`src/rtl/decoder_pkg.sv`:
```
// Shared definitions for the 3-to-8 decoder slice.
// Holds the datapath widths, the FIFO depth, the one-hot word type and
// the code-to-one-hot helper. The top (decoder3_8) and its output FIFO
// (decoder3_8_fifo) both use it.
package decoder_pkg;

  localparam int DEC_IN_W       = 3;
  localparam int DEC_OUT_W      = 8;
  localparam int DEC_FIFO_DEPTH = 2;
  localparam int DEC_CNT_W      = 8;

  typedef logic [DEC_OUT_W-1:0] onehot_t;

  function automatic onehot_t decode_onehot(input logic [DEC_IN_W-1:0] code);
    return onehot_t'(1) << code;
  endfunction

endpackage

```
`src/rtl/decoder3_8_fifo.sv`:
```
// Two-entry in-order FIFO holding decoded one-hot words.
// Ports:
//   clk, rst_n  - clock, asynchronous active-low reset
//   push_i      - write wdata_i this cycle (dropped when full)
//   pop_i       - consume the head this cycle (ignored when empty)
//   wdata_i     - word to enqueue
//   rdata_o     - head word, 0 when empty
//   valid_o     - FIFO holds at least one word
//   full_o      - FIFO holds DEC_FIFO_DEPTH words
module decoder3_8_fifo
  import decoder_pkg::*;
(
  input  logic    clk,
  input  logic    rst_n,
  input  logic    push_i,
  input  logic    pop_i,
  input  onehot_t wdata_i,
  output onehot_t rdata_o,
  output logic    valid_o,
  output logic    full_o
);

  localparam logic [1:0] FULL_OCC = 2'(DEC_FIFO_DEPTH);

  logic [1:0] occ_q, occ_d;
  onehot_t    head_q, head_d;
  onehot_t    tail_q, tail_d;
  logic       push_eff;
  logic       pop_eff;

  assign valid_o  = (occ_q != 2'd0);
  assign full_o   = (occ_q == FULL_OCC);
  assign rdata_o  = valid_o ? head_q : '0;
  assign push_eff = push_i && !full_o;
  assign pop_eff  = pop_i && valid_o;

  always_comb begin
    occ_d  = occ_q;
    head_d = head_q;
    tail_d = tail_q;
    unique case ({push_eff, pop_eff})
      2'b10: begin
        if (occ_q == 2'd0) head_d = wdata_i;
        else               tail_d = wdata_i;
        occ_d = occ_q + 2'd1;
      end
      2'b01: begin
        head_d = tail_q;
        tail_d = '0;
        occ_d  = occ_q - 2'd1;
      end
      // Both only possible at occupancy 1: the old head leaves and the
      // new word takes its place.
      2'b11: head_d = wdata_i;
      default: ;
    endcase
  end

  always_ff @(posedge clk or negedge rst_n) begin
    if (!rst_n) begin
      occ_q  <= 2'd0;
      head_q <= '0;
      tail_q <= '0;
    end else begin
      occ_q  <= occ_d;
      head_q <= head_d;
      tail_q <= tail_d;
    end
  end

endmodule

```
`src/rtl/decoder3_8.sv`:
```
// 3-to-8 one-hot decoder with valid/ready handshakes, a 2-entry output
// FIFO and a running count of enqueued words.
// Ports:
//   clk, rst_n          - clock, asynchronous active-low reset
//   en                  - allows new codes to be accepted (never blocks draining)
//   in_valid/in_ready   - input handshake; in_ready = en && FIFO not full
//   in[2:0]             - binary code
//   out_valid/out_ready - output handshake
//   out[7:0]            - one-hot word at FIFO head, 0 when empty
//   dec_cnt[7:0]        - wrapping count of enqueued words
// Optional build macro DECODER3_8_PARITY_EN adds in_par (odd parity over
// {in, in_par}) and par_err (one-cycle pulse when a code with bad parity
// is accepted; such codes are consumed but dropped).
module decoder3_8
  import decoder_pkg::*;
(
  input  logic                 clk,
  input  logic                 rst_n,
  input  logic                 en,
  input  logic                 in_valid,
  output logic                 in_ready,
  input  logic [DEC_IN_W-1:0]  in,
`ifdef DECODER3_8_PARITY_EN
  input  logic                 in_par,
  output logic                 par_err,
`endif
  output logic                 out_valid,
  input  logic                 out_ready,
  output logic [DEC_OUT_W-1:0] out,
  output logic [DEC_CNT_W-1:0] dec_cnt
);

  logic                 fifo_full;
  logic                 accept;
  logic                 par_ok;
  logic                 push;
  logic [DEC_CNT_W-1:0] cnt_q, cnt_d;
  onehot_t              word;
  onehot_t              head;

  // rst_n is folded in so the block never advertises readiness in reset.
  assign in_ready = rst_n && en && !fifo_full;
  assign accept   = in_valid && in_ready;
  assign word     = decode_onehot(in);

`ifdef DECODER3_8_PARITY_EN
  logic par_err_q, par_err_d;

  assign par_ok    = ^{in, in_par};
  assign par_err_d = accept && !par_ok;
  assign par_err   = par_err_q;

  always_ff @(posedge clk or negedge rst_n) begin
    if (!rst_n) par_err_q <= 1'b0;
    else        par_err_q <= par_err_d;
  end
`else
  assign par_ok = 1'b1;
`endif

  assign push  = accept && par_ok;
  assign cnt_d = cnt_q + DEC_CNT_W'(push);

  always_ff @(posedge clk or negedge rst_n) begin
    if (!rst_n) cnt_q <= '0;
    else        cnt_q <= cnt_d;
  end

  assign dec_cnt = cnt_q;

  decoder3_8_fifo u_fifo (
    .clk     (clk),
    .rst_n   (rst_n),
    .push_i  (push),
    .pop_i   (out_ready),
    .wdata_i (word),
    .rdata_o (head),
    .valid_o (out_valid),
    .full_o  (fifo_full)
  );

  assign out = head;

endmodule

```
`config.mk`:
```
export PLATFORM = sky130hd
export DESIGN_NAME = decoder3_8
export DESIGN_NICKNAME = d
export VERILOG_FILES = /design/src/rtl/decoder_pkg.sv /design/src/rtl/decoder3_8_fifo.sv /design/src/rtl/decoder3_8.sv
export SDC_FILE = /design/constraint.sdc
export NUM_CORES = 1
export LEC_CHECK = 0
export ABC_AREA = 1
export BUFFER_PORTS_ARGS = -buffer_cell sky130_fd_sc_hd__buf_2
export CORE_AREA = 2 2 59 66
export DETAILED_ROUTE_END_ITERATION = 12
export DIE_AREA = 0 0 61 68
export PLACE_DENSITY = 0.65
export SYNTH_ARGS = -nofsm -noshare
export SYNTH_HDL_FRONTEND = slang
export SYNTH_SLANG_ARGS = --single-unit
export TNS_END_PERCENT = 30
```
`constraint.sdc`:
```
create_clock -name clk -period 3.3 [get_ports clk]
set_input_delay 0.33 -clock clk [delete_from_list [all_inputs] [get_ports clk]]
set_output_delay 0.33 -clock clk [all_outputs]
set_load 0.03 [all_outputs]
```
# Word level (Yosys, flattened, before mapping)

Cells that the tools add are included.
W data, S select, Z words.

Memory bits (read-only): 0
Word-level logic and storage cells: 32
Latch bits: 0
Memories kept: 0
Register bits: 26
Bits in writable memories: 0

Muxes and demuxes: 6
$mul: 0
Equal/unequal tests: 6
Shift operators: 1
Bitwise logic cells: 0
Order comparisons: 0
Div/mod/pow operators: 0
Add/subtract/negate cells: 3
Reduce and logical (&&, ||, !) cells: 12

Operators with widths:

| kind                  | number |
|---|---|
| $mux W8               | 3 |
| $pmux W8 S3           | 1 |
| $pmux W8 S2           | 1 |
| $add A8 B1 Y8         | 1 |
| $shl A1 B3 Y8 const A | 1 |
| $eq A2 B2 Y1 const B  | 3 |
| $logic_and A1 B1 Y1   | 5 |
| $pmux W2 S2           | 1 |
| $reduce_and A2 Y1     | 2 |
| $reduce_bool A2 Y1    | 2 |
| $reduce_bool A3 Y1    | 1 |
| $add A2 B1 Y2 const B | 1 |
| $eq A2 B1 Y1 const B  | 1 |
| $logic_not A2 Y1      | 1 |
| $ne A2 B1 Y1 const B  | 1 |
| $ne A2 B2 Y1 const B  | 1 |
| $sub A2 B1 Y2 const B | 1 |
| $logic_not A1 Y1      | 1 |

# Depth between registers and ports, before layout

Depth in word-level cells: 8
Mapped depth: 12
Mapped depth without buffers: 11

# Cells and area by module

From an unflattened synthesis, not the netlist that was laid out.

Cells, all modules: 191
Area total of the unflattened synthesis: 1448.9 um^2

By module, submodules not included:

| module          | cells an instance | area an instance (um^2) | instances | sequential area each (um^2) |
|---|---|---|---|---|
| decoder3_8_fifo | 137               | 1027.2                  | 1         | 450.4 |
| decoder3_8      | 54                | 421.7                   | 1         | 200.2 |

# Least setup slack after synthesis

Ideal clock, no wire load.

Path type: flip-flop to flip-flop
Start point: register u_fifo.occ_q[0]
End point: register u_fifo.head_q[4]
Setup time: 65 ps
Required time: 3235 ps
Setup slack: 1243 ps
Path buffers: 1
Stages on the path, launching flop included: 11
Arrival time: 1991 ps
Cells stage by stage: dfrtp_1 -> inv_2 -> a21oi_1 -> nand2_1 -> ha_1 -> inv_1 -> buf_4 -> nand2_2 -> o22ai_1 -> nand2_1 -> nand2_1

Word-level cells in the longest chain between the ends: 8
Elaborated cells between the ends (all ways): 15
Those cells by class: 5 x eq/ne; 1 x mux; 9 x reduce/logical

RTL lines:

| item                                                         | RTL line              | text |
|---|---|---|
| start: declaration                                           | decoder3_8_fifo.sv:25 | `logic [1:0] occ_q, occ_d;` |
| start signal: assignment                                     | decoder3_8_fifo.sv:61 | `occ_q <= 2'd0;` |
| start signal: assignment                                     | decoder3_8_fifo.sv:65 | `occ_q <= occ_d;` |
| $eq A2 B2 Y1 *                                               | decoder3_8_fifo.sv:32 | `assign full_o = (occ_q == FULL_OCC);` |
| $logic_not A1 Y1 *                                           | decoder3_8.sv:42      | `assign in_ready = rst_n && en && !fifo_full;` |
| $logic_and A1 B1 Y1 *                                        | decoder3_8.sv:42      |  |
| named net in_ready                                           | decoder3_8.sv:21      | `output logic in_ready,` |
| $logic_and A1 B1 Y1 *                                        | decoder3_8.sv:43      | `assign accept = in_valid && in_ready;` |
| $logic_and A1 B1 Y1 *                                        | decoder3_8_fifo.sv:34 | `assign push_eff = push_i && !full_o;` |
| $eq A2 B2 Y1 or $eq A2 B1 Y1 (tied branches)                 | decoder3_8_fifo.sv:41 | `unique case ({push_eff, pop_eff})` |
| $ne A2 B1 Y1 (no line) or $reduce_bool A3 Y1 (tied branches) | -                     |  |
| $reduce_and A2 Y1 (no line)                                  | -                     |  |
| end signal: assignment                                       | decoder3_8_fifo.sv:62 | `head_q <= '0;` |
| end signal: assignment                                       | decoder3_8_fifo.sv:66 | `head_q <= head_d;` |
| end: declaration                                             | decoder3_8_fifo.sv:26 | `onehot_t head_q, head_d;` |

Mark *: on every way through the listed nets, which the timed path passes. The rest lies on a longest branch.
A chain may end at the register's enable or synchronous reset.

# Worst setup path in the final report

Start point: register u_fifo.occ_q[0]
End point: register u_fifo.head_q[5]

Word-level cells in the longest chain between the ends: 8
Elaborated cells between the ends (all ways): 15
Those cells by class: 5 x eq/ne; 1 x mux; 9 x reduce/logical

RTL lines:

| item                                                         | RTL line |
|---|---|
| $eq A2 B2 Y1                                                 | decoder3_8_fifo.sv:32 |
| $logic_not A1 Y1                                             | decoder3_8_fifo.sv:34, decoder3_8.sv:42 |
| $logic_and A1 B1 Y1                                          | decoder3_8.sv:42 |
| $logic_and A1 B1 Y1                                          | decoder3_8.sv:43 |
| $logic_and A1 B1 Y1                                          | decoder3_8_fifo.sv:34 |
| $eq A2 B2 Y1 or $eq A2 B1 Y1 (tied branches)                 | decoder3_8_fifo.sv:41 |
| $ne A2 B1 Y1 (no line) or $reduce_bool A3 Y1 (tied branches) | - |
| $reduce_and A2 Y1 (no line)                                  | - |

Several ways; a longest one is shown, not always the timed one.

==> impl_metrics.yaml <==
global_routing:
  globalRouteTotalUtil: 0.1422
  top_usage_layer: "met2"
  overflow: 0
  grt_max_degree: 27
  met3_usage: 0.02647
  grt_pass1_vias: 1024
  use_met1: 0.1826
  grtUsageMet2: 0.2339
  antenna_found_initial: 0
  grt_pass1_wl_mm: 4.422
yosys:
  synth_compound_area_frac: 0.08638
  syn-num-nets: 177
  yosysSeqAreaShare: 0.4883
  synthMuxAreaShare: 0
  synthTopCellsByCount: "nand2_1, inv_1, dfrtp_1"
  syn_avg_cell_area_sq_um: 8.076
  synth_top_family_by_area: "simple AND/OR/NAND/NOR gates"
  synthAdderAreaFrac: 0.03756
  yosys.area.top_type: "dfrtp_1"
  synth-simple-area-share: 0.2432
  synthesis.area_sq_um: 1333
  synth_xor_area_frac: 0.03944
  ys_top_cells_by_area: "dfrtp_1, nand2_1, inv_1"
  synth_ff_type: "dfrtp_1"
  synth_edf_count: 0
  ys_async_sr_fraction: 1.000
  ys_ff_latch: 26
  yosysMostFrequentCell: "nand2_1"
  ys_types: 20
  syn-instance-count: 165
  yosysWarnings: 0
  synth_top_area_frac: 0.4883
critical_path:
  cp-start-kind: "flop"
  r2r_end: "u_fifo.head_q[5]"
  r2r_cells: 10
  r2r-start: "u_fifo.occ_q[0]"
  cp.required_ps: 3520
  end_kind: "flop"
  worstPathArrival_ps: 2270
  criticalPathCategory: "flop to flop"
  r2r_slack_ps: 1250
  cp_max_fo: 11
route:
  route.detailed.drc: 0
  via_per_inst: 4.432
  drt-pass1-iter-count: 4
  postRouteWirelength_mm: 2.507
  drtIter0Drc: 36
  vias: 1068
  postRouteAntennaNets: 0
  wire_per_inst_microns: 10.40
clock_network:
  post_cts_buffers: 0
  clock-sinks: 26
  clkLatencyLatePin_ps: 270
  post_cts_resized: 0
  h-tree-depth: 1
  clkTransAtPathRegs_ps: 90
  cts_tree: "built"
  cts_root_buf: "clkbuf_8"
  cts_buffer_depth: 2
  cts-buffers-inserted: 3
  cts_hold_buf: 0
place:
  gp_congestion: 0.7709
  place_worst_setup_slack_ps: 1272
  io_buffers: 25
  hpwl_mm: 1.929
die:
  core-area_sq_um: 3540
  die_h_microns: 68
  die_w_microns: 61
  rows: 23
  initial_core_util: 0.3765
  dieArea_sq_um: 4148
  io_pins: 26
sta:
  hold_violations: 0
  relSlewSlack: 0.7540
  rsz0062_at_grt: "no"
  fin_crit_ps: 2052
  finalWorstSetupSlack_ps: 1248
  finalCritPeriodShare: 0.6218
  setup_tns_ps: 0
  drv_slew: 0
  tightest_slew_ps: 368.7
  setup_violations: 0
  fin_skew_ps: 7.998
  fmax_mhz: 487.3
status:
  outcome: "complete, no violations"
power:
  peakVddDrop_mv: 0.2251
  totalPowerFinal_mw: 1.109
  p_per_area_nw_per_um2: 717.7
  p_leak_nw: 0.8487
finish:
  drive_gt1_frac: 0.1937
  syn2layout_area_growth_pct: 15.96
  n_antenna_cell: 0
  fin_util: 0.4366
  nNetsFinal: 205
run:
  maxCapViolCount: 0
min_path:
  hp-class: "input port to asynchronous set/reset pin"
==> layout make-up <==
class                      instances  area, sq um
clock buffer                       3        41.29
fill                             377         1994
inverter                          31        116.4
multi-input combinational        105        541.8
sequential                        26        650.6
tap                               50        62.56
timing repair buffer              26        132.6
==> registers in the layout, summed over array words and instances (netlist names) <==
name / flops
dec_cnt: 8
u_fifo.tail_q: 8
u_fifo.head_q: 8
u_fifo.occ_q: 2
==> where the power goes <==
| part | internal [mW] | switching [mW] | total, mW |
|---|---|---|---|
| combinational | 0.139 | 0.334 | 0.473 |
| clock | 0.0818 | 0.0980 | 0.180 |
| sequential | 0.405 | 0.0511 | 0.456 |
==> critical path, stage by stage, from the launching register on <==
cell     delay [ps]
dfrtp_1         420
inv_2           110
nand2_4          70
nand2_1         270
inv_1            90
ha_1            240
inv_1           300
nand2_2         180
o22ai_1         180
nand2_1          80
nand2_1          60
==> kinds of logic after synthesis <==
kind of cell             Yosys count
AND/OR/NAND/NOR                   76
adder cells (fa/ha/maj)            4
AO/OA/AOI/OAI                     19
buffers and inverters             34
XOR/XNOR                           6
flip-flops                        26
==> metrics by stage <==
step / cell area [sq um] / instances / hold WS [ps]
3_3_place_gp: 1504 / 238 / 371.0
5_1_grt: 1545 / 241 / 92.26
6_report: 1545 / 241 / 52.37
2_1_floorplan: 1333 / 165 / 34.41
3_5_place_dp: 1504 / 238 / 374.8
4_1_cts: 1545 / 241 / 77.64
==> layout by cell type, fill, tap and decap left out, drive strengths merged, types with 3 or more instances in the layout <==
cell    instances
buf            26
inv            31
o22ai           7
dfrtp          26
nor2           21
xor2            3
nand2          43
ha              4
xnor2           3
clkbuf          3
nand3          10
o21ai          10
==> per-layer routing <==
metal,wire [microns],share of wire
met5,0,0
met4,23,0.0092
met3,104,0.041
met2,1220,0.49
met1,1159,0.46
==> worst max path at each step <==
stage                    start                to  slack, ps  cells after the start
2_1_floorplan  u_fifo.occ_q[0]  u_fifo.head_q[4]       1240                     10
3_3_place_gp   u_fifo.occ_q[0]  u_fifo.head_q[5]       1340                     10
3_5_place_dp   u_fifo.occ_q[0]  u_fifo.head_q[5]       1270                     10
4_1_cts        u_fifo.occ_q[0]  u_fifo.tail_q[6]       1250                     10
5_1_grt        u_fifo.occ_q[0]  u_fifo.tail_q[5]        980                     10
6_report       u_fifo.occ_q[0]  u_fifo.head_q[5]       1250                     10
Note: power is estimated with default switching activity, not from simulation.
